===== config.mk =====
export PLATFORM = sky130hd
export DESIGN_NAME = tt_debias_multi
export DESIGN_NICKNAME = d
export VERILOG_FILES = /design/src/rtl/tt_debias_multi.sv
export SDC_FILE = /design/constraint.sdc
export NUM_CORES = 1
export LEC_CHECK = 0
export ABC_AREA = 1
export CAP_MARGIN = 20
export CORE_MARGIN = 4
export CORE_UTILIZATION = 45
export DETAILED_ROUTE_END_ITERATION = 6
export PLACE_DENSITY = 0.69
export RECOVER_POWER = 50
export SLEW_MARGIN = 20
export SYNTH_ARGS = -nofsm -noshare
export SYNTH_HDL_FRONTEND = slang
export SYNTH_SLANG_ARGS = --single-unit
export TNS_END_PERCENT = 50

===== constraint.sdc =====
create_clock -name clk -period 4.85 [get_ports clk]
set_input_delay 0.97 -clock clk [delete_from_list [all_inputs] [get_ports clk]]
set_output_delay 0.97 -clock clk [all_outputs]
set_load 0.05 [all_outputs]

===== src/rtl/tt_debias_multi.sv =====
// tt_debias_multi: multi-lane TRNG debiaser (von Neumann or XOR corrector),
// a bit collector that packs the surviving bits into OUT_W-bit words, and a
// small output FIFO with a valid/ready drain.
// Optional feature macro: TT_HEALTH_EN adds a per-lane repetition-count
// health test. When it is undefined, health_fail is tied to zero.
module tt_debias_multi #(
    parameter int LANES      = 4,
    parameter int OUT_W      = 8,
    parameter int FIFO_DEPTH = 4,
    parameter int REP_LIMIT  = 16
) (
    input  logic                            clk,
    input  logic                            rst_n,
    input  logic                            en,
    input  logic                            mode,
    input  logic                            clear,
    input  logic [LANES-1:0]                raw_in,
    output logic [OUT_W-1:0]                out_data,
    output logic                            out_valid,
    input  logic                            out_ready,
    output logic [$clog2(FIFO_DEPTH):0]     fifo_level,
    output logic                            overflow,
    output logic [LANES-1:0]                health_fail
);

    localparam int LVL_W = $clog2(FIFO_DEPTH) + 1;
    localparam int PTR_W = (FIFO_DEPTH > 1) ? $clog2(FIFO_DEPTH) : 1;
    localparam int CNT_W = $clog2(OUT_W + 1);
    localparam int POS_W = $clog2(2 * OUT_W);

    // Per-lane results of the current edge.
    logic [LANES-1:0] emit_vld;
    logic [LANES-1:0] emit_bit;
    logic [LANES-1:0] lane_ok;

    // ------------------------------------------------------------------
    // Lane pairing and optional health test
    // ------------------------------------------------------------------
    generate
        for (genvar gi = 0; gi < LANES; gi++) begin : g_lane
            logic phase_reg;
            logic first_reg;

            // Phase toggles on every enabled edge; the first bit of a pair is kept.
            always_ff @(posedge clk or negedge rst_n) begin
                if (!rst_n) begin
                    phase_reg <= 1'b0;
                    first_reg <= 1'b0;
                end else if (clear) begin
                    phase_reg <= 1'b0;
                    first_reg <= 1'b0;
                end else if (en) begin
                    phase_reg <= ~phase_reg;
                    if (!phase_reg) begin
                        first_reg <= raw_in[gi];
                    end
                end
            end

            // The pair resolves on the second enabled sample: XOR mode always
            // emits a^b, von Neumann emits a only when the two bits differ.
            assign emit_bit[gi] = mode ? (first_reg ^ raw_in[gi]) : first_reg;
            assign emit_vld[gi] = en & phase_reg & lane_ok[gi] &
                                  (mode | (first_reg ^ raw_in[gi]));

`ifdef TT_HEALTH_EN
            localparam int RC_W = $clog2(REP_LIMIT + 1);
            logic            prev_reg;
            logic            have_prev_reg;
            logic [RC_W-1:0] rep_cnt_reg;
            logic [RC_W-1:0] rep_cnt_next;
            logic            fail_reg;

            // Run length of identical samples, restarting at 1 on any change.
            always_comb begin
                rep_cnt_next = rep_cnt_reg;
                if (!have_prev_reg || (raw_in[gi] != prev_reg)) begin
                    rep_cnt_next = RC_W'(1);
                end else if (rep_cnt_reg != RC_W'(REP_LIMIT)) begin
                    rep_cnt_next = rep_cnt_reg + RC_W'(1);
                end
            end

            // Repetition counter state and the sticky failure flag.
            always_ff @(posedge clk or negedge rst_n) begin
                if (!rst_n) begin
                    prev_reg      <= 1'b0;
                    have_prev_reg <= 1'b0;
                    rep_cnt_reg   <= '0;
                    fail_reg      <= 1'b0;
                end else if (clear) begin
                    prev_reg      <= 1'b0;
                    have_prev_reg <= 1'b0;
                    rep_cnt_reg   <= '0;
                    fail_reg      <= 1'b0;
                end else if (en) begin
                    prev_reg      <= raw_in[gi];
                    have_prev_reg <= 1'b1;
                    rep_cnt_reg   <= rep_cnt_next;
                    if (rep_cnt_next == RC_W'(REP_LIMIT)) begin
                        fail_reg <= 1'b1;
                    end
                end
            end

            assign lane_ok[gi]     = ~fail_reg;
            assign health_fail[gi] = fail_reg;
`else
            assign lane_ok[gi]     = 1'b1;
            assign health_fail[gi] = 1'b0;
`endif
        end
    endgenerate

    // ------------------------------------------------------------------
    // Collector
    // ------------------------------------------------------------------
    logic [OUT_W-1:0]   data_reg;
    logic [OUT_W-1:0]   data_next;
    logic [CNT_W-1:0]   count_reg;
    logic [CNT_W-1:0]   count_next;
    logic [2*OUT_W-1:0] ext;
    logic [POS_W-1:0]   pos;
    logic               word_done;
    logic [OUT_W-1:0]   push_word;

    // Append emitted bits in lane order above the current fill level; the
    // double-width buffer holds the overflow into the next word.
    always_comb begin
        ext = {{OUT_W{1'b0}}, data_reg};
        pos = POS_W'(count_reg);
        for (int l = 0; l < LANES; l++) begin
            if (emit_vld[l]) begin
                ext[pos] = emit_bit[l];
                pos      = pos + POS_W'(1);
            end
        end
        word_done = (pos >= POS_W'(OUT_W));
        push_word = ext[OUT_W-1:0];
        if (word_done) begin
            data_next  = ext[2*OUT_W-1:OUT_W];
            count_next = CNT_W'(pos - POS_W'(OUT_W));
        end else begin
            data_next  = ext[OUT_W-1:0];
            count_next = CNT_W'(pos);
        end
    end

    // Collector fill level and partial word.
    always_ff @(posedge clk or negedge rst_n) begin
        if (!rst_n) begin
            data_reg  <= '0;
            count_reg <= '0;
        end else if (clear) begin
            data_reg  <= '0;
            count_reg <= '0;
        end else begin
            data_reg  <= data_next;
            count_reg <= count_next;
        end
    end

    // ------------------------------------------------------------------
    // Output FIFO
    // ------------------------------------------------------------------
    logic [OUT_W-1:0] mem [FIFO_DEPTH];
    logic [PTR_W-1:0] wr_ptr_reg;
    logic [PTR_W-1:0] rd_ptr_reg;
    logic [LVL_W-1:0] level_reg;
    logic             overflow_reg;
    logic             full;
    logic             pop;
    logic             push_ok;

    assign full    = (level_reg == LVL_W'(FIFO_DEPTH));
    assign pop     = out_valid & out_ready;
    // A simultaneous pop frees the slot, so a push into a full FIFO is
    // accepted in that case.
    assign push_ok = word_done & (~full | pop);

    // Storage; write only on an accepted push.
    always_ff @(posedge clk or negedge rst_n) begin
        if (!rst_n) begin
            for (int i = 0; i < FIFO_DEPTH; i++) begin
                mem[i] <= '0;
            end
        end else if (clear) begin
            for (int i = 0; i < FIFO_DEPTH; i++) begin
                mem[i] <= '0;
            end
        end else if (push_ok) begin
            mem[wr_ptr_reg] <= push_word;
        end
    end

    // Pointers, occupancy and the sticky overflow flag.
    always_ff @(posedge clk or negedge rst_n) begin
        if (!rst_n) begin
            wr_ptr_reg   <= '0;
            rd_ptr_reg   <= '0;
            level_reg    <= '0;
            overflow_reg <= 1'b0;
        end else if (clear) begin
            wr_ptr_reg   <= '0;
            rd_ptr_reg   <= '0;
            level_reg    <= '0;
            overflow_reg <= 1'b0;
        end else begin
            if (push_ok) begin
                wr_ptr_reg <= wr_ptr_reg + PTR_W'(1);
            end
            if (pop) begin
                rd_ptr_reg <= rd_ptr_reg + PTR_W'(1);
            end
            case ({push_ok, pop})
                2'b10:   level_reg <= level_reg + LVL_W'(1);
                2'b01:   level_reg <= level_reg - LVL_W'(1);
                default: level_reg <= level_reg;
            endcase
            if (word_done && full && !pop) begin
                overflow_reg <= 1'b1;
            end
        end
    end

    assign out_valid  = (level_reg != '0);
    assign out_data   = out_valid ? mem[rd_ptr_reg] : '0;
    assign fifo_level = level_reg;
    assign overflow   = overflow_reg;

endmodule


==> out/metrics.cfg, run 1 <==
[outcome]
status=finished with violations
violations=capacitance limit, slew limit

[synthesis]
synth_xor_xnor_area_share=0.009809
synth.yosys.seq_area_share=0.3363
synth_compound_area_frac=0.1267
synth_area_um2=4464
netlist_top_cells_count=249 x nand2_1, 87 x nor2_1, 66 x o21ai_0, 60 x dfrtp_1, 56 x nand3_1
synth_top_area_frac=0.3363
yosys.area_share.simple=0.4089
synth.avg_cell_area_um2=6.470
synth_edf_count=0
synth_top_family_by_area=simple AND/OR/NAND/NOR gates
ys.flop_type=dfrtp_1
synth_adder_area_share=0.04652
yosysMostFrequentCell=nand2_1
synth_seq_cells=60
synthArstFlopShare=1.000
synth_cell_type_count=36
synthMuxAreaShare=0.002242
postSynthCellCount=690
yosysTopAreaCell=dfrtp_1
yosys_warnings=0
synthTopCellsByArea=dfrtp_1 34%, nand2_1 21%, o21ai_0 7.4%

[clock_network]
ctsHoldBuffers=0
cts_buffer_depth=2
numCtsBuffers=9
htree_levels=3
clk_latency_ns=0.34
cts_setup_buffers=0
path_clk_slew_ns=0.07
cts.sinks=60
cts_resized=0
cts_tree=done
root_buffer=clkbuf_8

[setup_path]
crit_required_ns=5.07
crit_type=input port to flop
worstReg2RegStart=count_reg[0]$_DFF_PN0_
cpPeakStageDelay_ns=0.46
worstPathArrival_ns=4.63
critPathLaunchType=input port
cp_common_cell=nand2_1
slowest_stage=clkdlybuf4s50_1
end_kind=flop
path_max_fanout=9
rrSetupSlack_ns=0.99
worstRegToRegCells=25
r2r_end=fifo_level[2]$_DFFE_PN0P_

[detailed_routing]
vias_per_cell=5.325
drtPass1Iterations=5
dr_wl_met3_um=623
routed.top_layer=met4
drc=0
wl_met2_mm=5.557
drtIter0Drc=325
routedWlPerCell_um=13.87
wl_met1_mm=5.567
drtAntennaViolNets=0
num_vias=4553
totalWireLength_mm=11.86

[cells_and_area]
fin_nets=743
synthToLayoutAreaGrowth_pct=12.22
fill_cells=1020
largest_reg_flops=32
fin_cells=855
n_antenna_cell=0
drive_above_1_share=0.07895
finalInstanceArea_um2=5010
final_core_util=0.5149

[worst_hold_path]
min_path_type=flop to flop
hold_start=mem[19]$_DFFE_PN0P_
min_path_cells=2
worstHoldEndpoint=mem[19]$_DFFE_PN0P_

[power]
p_seq_frac=0.342
cellPowerDensity_nw_per_um2=344.4
p_leak_uw=0.002546
vdd_ir_drop_max_uv=371.7
switchingPower_uw=751.4
pwr-share-comb=0.394
pwr-share-clk=0.264
intPower_uw=974.0
switching_share=0.4355

[place]
place_ws_ns=0.1221
place_inst=839
hpwl_mm=8.937
io_buffers=22
place_area_um2=4823
place_congestion=0.9658

[sta]
hold_viol=0
worst_slew_pin_slew_ns=2.229
slew_headroom=-0.4859
fin_crit_ns=4.403
max_freq_ghz=0.2271
setup_ws_ns=0.4467
rsz0062_at_grt=false
setup_violations=0
final.setup_skew_ns=0.01133
slew_violations=41
period_share=0.9079
fin_setup_tns_ns=0

[die]
die_x_um=107.6
fp.coreArea_um2=9729
die-area_um2=11580
die_y_um=107.6
num_rows=36
initial_utilization=0.4588
ios=27

[global_route]
grt_first_pass_wirelength_mm=20.84
grt_max_degree=41
gr-total-overflow=0
grt_pass1_vias=4404
grt_usage=0.2226
antenna_found_initial=0

[flow_run]
maxCapViolCount=1

-- critical path: cells and delay by family --
family,cells,cell delay (ns)
AO/OA/AOI/OAI,1,0.10
AND/OR/NAND/NOR,16,1.47
XOR/XNOR,1,0.22
buffers and inverters,5,0.89
adder cells (fa/ha/maj),3,0.96
-- power by group through the flow --
stage | combinational (µW) | clock, µW | sequential (µW)
3_3_place_gp | 667 | 0 | 597
2_1_floorplan | 466 | 0 | 609
4_1_cts | 685 | 464 | 589
6_report | 680 | 455 | 590
5_1_grt | 758 | 490 | 597
3_5_place_dp | 681 | 0 | 598
-- how the worst max path moves through the flow --
| stage | start | to | slack [ns] | depth (start not counted) |
|---|---|---|---|---|
| CTS | mode | fifo_level[2]$_DFFE_PN0P_ | 0.46 | 26 |
| detailed placement | mode | fifo_level[2]$_DFFE_PN0P_ | 0.12 | 26 |
| floorplan | en | fifo_level[2]$_DFFE_PN0P_ | 0.78 | 26 |
| global route | mode | fifo_level[2]$_DFFE_PN0P_ | 0.005 | 26 |
| finish | mode | fifo_level[2]$_DFFE_PN0P_ | 0.45 | 26 |
| global placement | mode | fifo_level[2]$_DFFE_PN0P_ | 0.29 | 26 |
-- through the flow --
step / hold WS [ns] / power, µW
3_3_place_gp: 0.4477 / 1264
2_1_floorplan: 0.4366 / 1075
5_1_grt: 0.4987 / 1844
4_1_cts: 0.4709 / 1738
6_report: 0.4696 / 1725
3_5_place_dp: 0.4535 / 1279
-- per-layer routing --
metal / up-vias / global-route usage
met3: 10 / 0.03419
met2: 137 / 0.3579
li1: 2260 / -
met5: - / 0
met4: 0 / 0.05320
met1: 2146 / 0.3150
-- layout make-up --
class / instances / area (µm²) / area share
Clock buffer: 10 / 127.6 / 0.02547
Inverter: 59 / 224.0 / 0.04471
Multi-Input combinational cell: 559 / 2671 / 0.5332
Timing Repair Buffer: 28 / 255.2 / 0.05095
Clock inverter: 6 / 63.81 / 0.01274
Tap cell: 133 / 166.4 / 0.03322
Sequential cell: 60 / 1501 / 0.2997
-- placed cells by master (no fill, tap or decap), types with 8 or more instances in the layout --
master           Yosys  final
ha_1                15     15
nor2_1              87     87
clkdlybuf4s50_1      0     16
a21oi_1             23     23
nand2_1            249    249
inv_1               47     47
nand3_1             56     56
nor3_1               8      8
dfrtp_1             60     60
clkbuf_8             0      9
o21ai_0             66     66
nand2_2             11     11
inv_2                9      9
-- cell families after synthesis --
family | count (synthesis)
AND/OR/NAND/NOR | 429
multiplexers | 1
XOR/XNOR | 5
buffers and inverters | 75
AO/OA/AOI/OAI | 103
flip-flops | 60
adder cells (fa/ha/maj) | 16
other | 1
No activity file was read; power rests on OpenSTA's default activity.
==> inputs of run 2 (changes only) <==
--- a/config.mk
+++ b/config.mk
@@ -10,6 +10,7 @@
 export CORE_MARGIN = 4
 export CORE_UTILIZATION = 45
 export DETAILED_ROUTE_END_ITERATION = 6
+export GPL_TIMING_DRIVEN = 0
 export PLACE_DENSITY = 0.69
 export RECOVER_POWER = 50
 export SLEW_MARGIN = 20
==> out/metrics.cfg, run 2 (synthesis gave the netlist of run 1 again) <==
[setup_path]
cpPeakStageDelay_ns=0.46
critPathTopFamily=simple AND/OR/NAND/NOR gates
startpoint=mode
crit_type=input port to flop
slowest_stage=clkdlybuf4s50_1
crit_required_ns=5.08
path_max_fanout=9
worstReg2RegStart=count_reg[0]$_DFF_PN0_
cp_common_cell=nand2_1
critPathLaunchType=input port
end_kind=flop
path_buf_inv=5
worstPathArrival_ns=4.75

[cells_and_area]
largest_reg_flops=32
final_common_cell=nand2_1
drive_above_1_share=0.08333
most-common-layout-cells=248 x nand2_1, 87 x nor2_1, 65 x o21ai_0
n_antenna_cell=0
synthToLayoutAreaGrowth_pct=13.40
fill_cells=1030
fin_nets=753

[detailed_routing]
num_vias=4491
drtAntennaViolNets=0
drtIter0Drc=375
totalWireLength_mm=11.74
vias_per_cell=5.192
drc=0
drtPass1Iterations=5
routedWlPerCell_um=13.57

[clock_network]
htree_levels=3
cts_buffer_depth=2
ctsHoldBuffers=0
clk_latency_ns=0.35
root_buffer=clkbuf_8
numCtsBuffers=9
cts.sinks=60
cts_tree=done
path_clk_slew_ns=0.07

[place]
io_buffers=21
hpwl_mm=9.110
place_congestion=0.9773
place_ws_ns=-0.1800

[die]
ios=27
initial_utilization=0.4588
die-area_um2=11580
fp.coreArea_um2=9729
num_rows=36
die_y_um=107.6
die_x_um=107.6

[flow_run]
maxCapViolCount=2

[power]
pwr-share-clk=0.268
cellPowerDensity_nw_per_um2=345.7
p_total_uw=1750
vdd_ir_drop_max_uv=277.4
switchingPower_uw=762.9
switching_share=0.4360
intPower_uw=987.0
pwr-share-comb=0.405
p_leak_uw=0.002565
p_seq_frac=0.328

[outcome]
violations=capacitance limit, slew limit
status=finished with violations

[sta]
slew_violations=36
max_freq_ghz=0.2214
fin_crit_ns=4.517
final.setup_skew_ns=0.01029
slew_headroom=-0.2527
period_share=0.9314
worst_slew_pin_slew_ns=1.879
rsz0062_at_grt=false
setup_violations=0
setup_ws_ns=0.3327
timing.hold.ws_ns=0.4698
hold_viol=0

[global_route]
grt_max_degree=36
grt_first_pass_wirelength_mm=20.18
gr-total-overflow=0
grt_usage=0.2184
grt_pass1_vias=4204
antenna_found_initial=0

[worst_hold_path]
min_path_type=flop to flop
hold_start=mem[23]$_DFFE_PN0P_

-- run 2: cell count changes in the layout (fill, tap and decap cells not counted), sizes merged --
cell | before | now
clkinvlp | 2 | 0
dlygate4sd3 | 5 | 2
clkinv | 4 | 6
buf | 5 | 7
clkdlybuf4s50 | 16 | 18
clkbuf | 12 | 20
inv | 58 | 59
-- run 2: worst paths after layout --
path / to / slack, ns / cells past startpoint
worst max-delay path: fifo_level[2]$_DFFE_PN0P_ / 0.33 / 26
worst min-delay path: mem[23]$_DFFE_PN0P_ / 0.47 / 2
worst max register to register: fifo_level[2]$_DFFE_PN0P_ / 0.86 / 25
worst min register to register: mem[23]$_DFFE_PN0P_ / 0.47 / 2
max in group asynchronous: count_reg[0]$_DFF_PN0_ / 1.46 / 2
min in group asynchronous: mem[17]$_DFFE_PN0P_ / 0.97 / 1
-- run 2: worst min-delay path, stage by stage, from the launching register on --
cell and delay (ns):
dfrtp_1 0.34, nand2_1 0.05, nand2_1 0.04
-- run 2: layer usage --
| layer | track usage | wire [µm] | vias to the layer above |
|---|---|---|---|
| li1 | - | - | 2279 |
| met1 | 0.3068 | 5651 | 2059 |
| met2 | 0.3504 | 5291 | 138 |
| met3 | 0.03659 | 639 | 15 |
| met4 | 0.05500 | 160 | 0 |
| met5 | 0 | 0 | - |
-- run 2: power by group through the flow --
stage          combinational (µW)  sequential, µW  clock [µW]
2_1_floorplan                 466             609           0
4_1_cts                       705             572         484
5_1_grt                       788             581         503
3_3_place_gp                  689             580           0
6_report                      708             573         469
3_5_place_dp                  702             582           0
-- run 2: area by class of cell --
cell class                 instances  area, µm²  share of cell area
buffer                            16      82.58             0.01631
clock buffer                       9      123.9             0.02447
clock inverter                     7      75.07             0.01483
inverter                          59      224.0             0.04424
multi-input combinational        559       2681              0.5297
sequential                        60       1501              0.2966
tap                              133      166.4             0.03287
timing repair buffer              22      207.7             0.04103
-- run 2: per-stage QoR --
step | setup TNS [ns] | cells | area, µm² | utilization
floorplan | 0 | 694 | 4479 | -
global placement | -0.1003 | 848 | 4856 | 0.4991
detailed placement | -0.1800 | 849 | 4873 | 0.5009
CTS | 0 | 865 | 5072 | 0.5213
global route | 0 | 865 | 5062 | 0.5203
finish | 0 | 865 | 5062 | 0.5203
-- run 2: timing repair --
action,4_1_cts,5_1_grt
resized for setup,0,3
buffers inserted,0,0
setup endpoints to repair,0,1
hold endpoints to repair,0,0
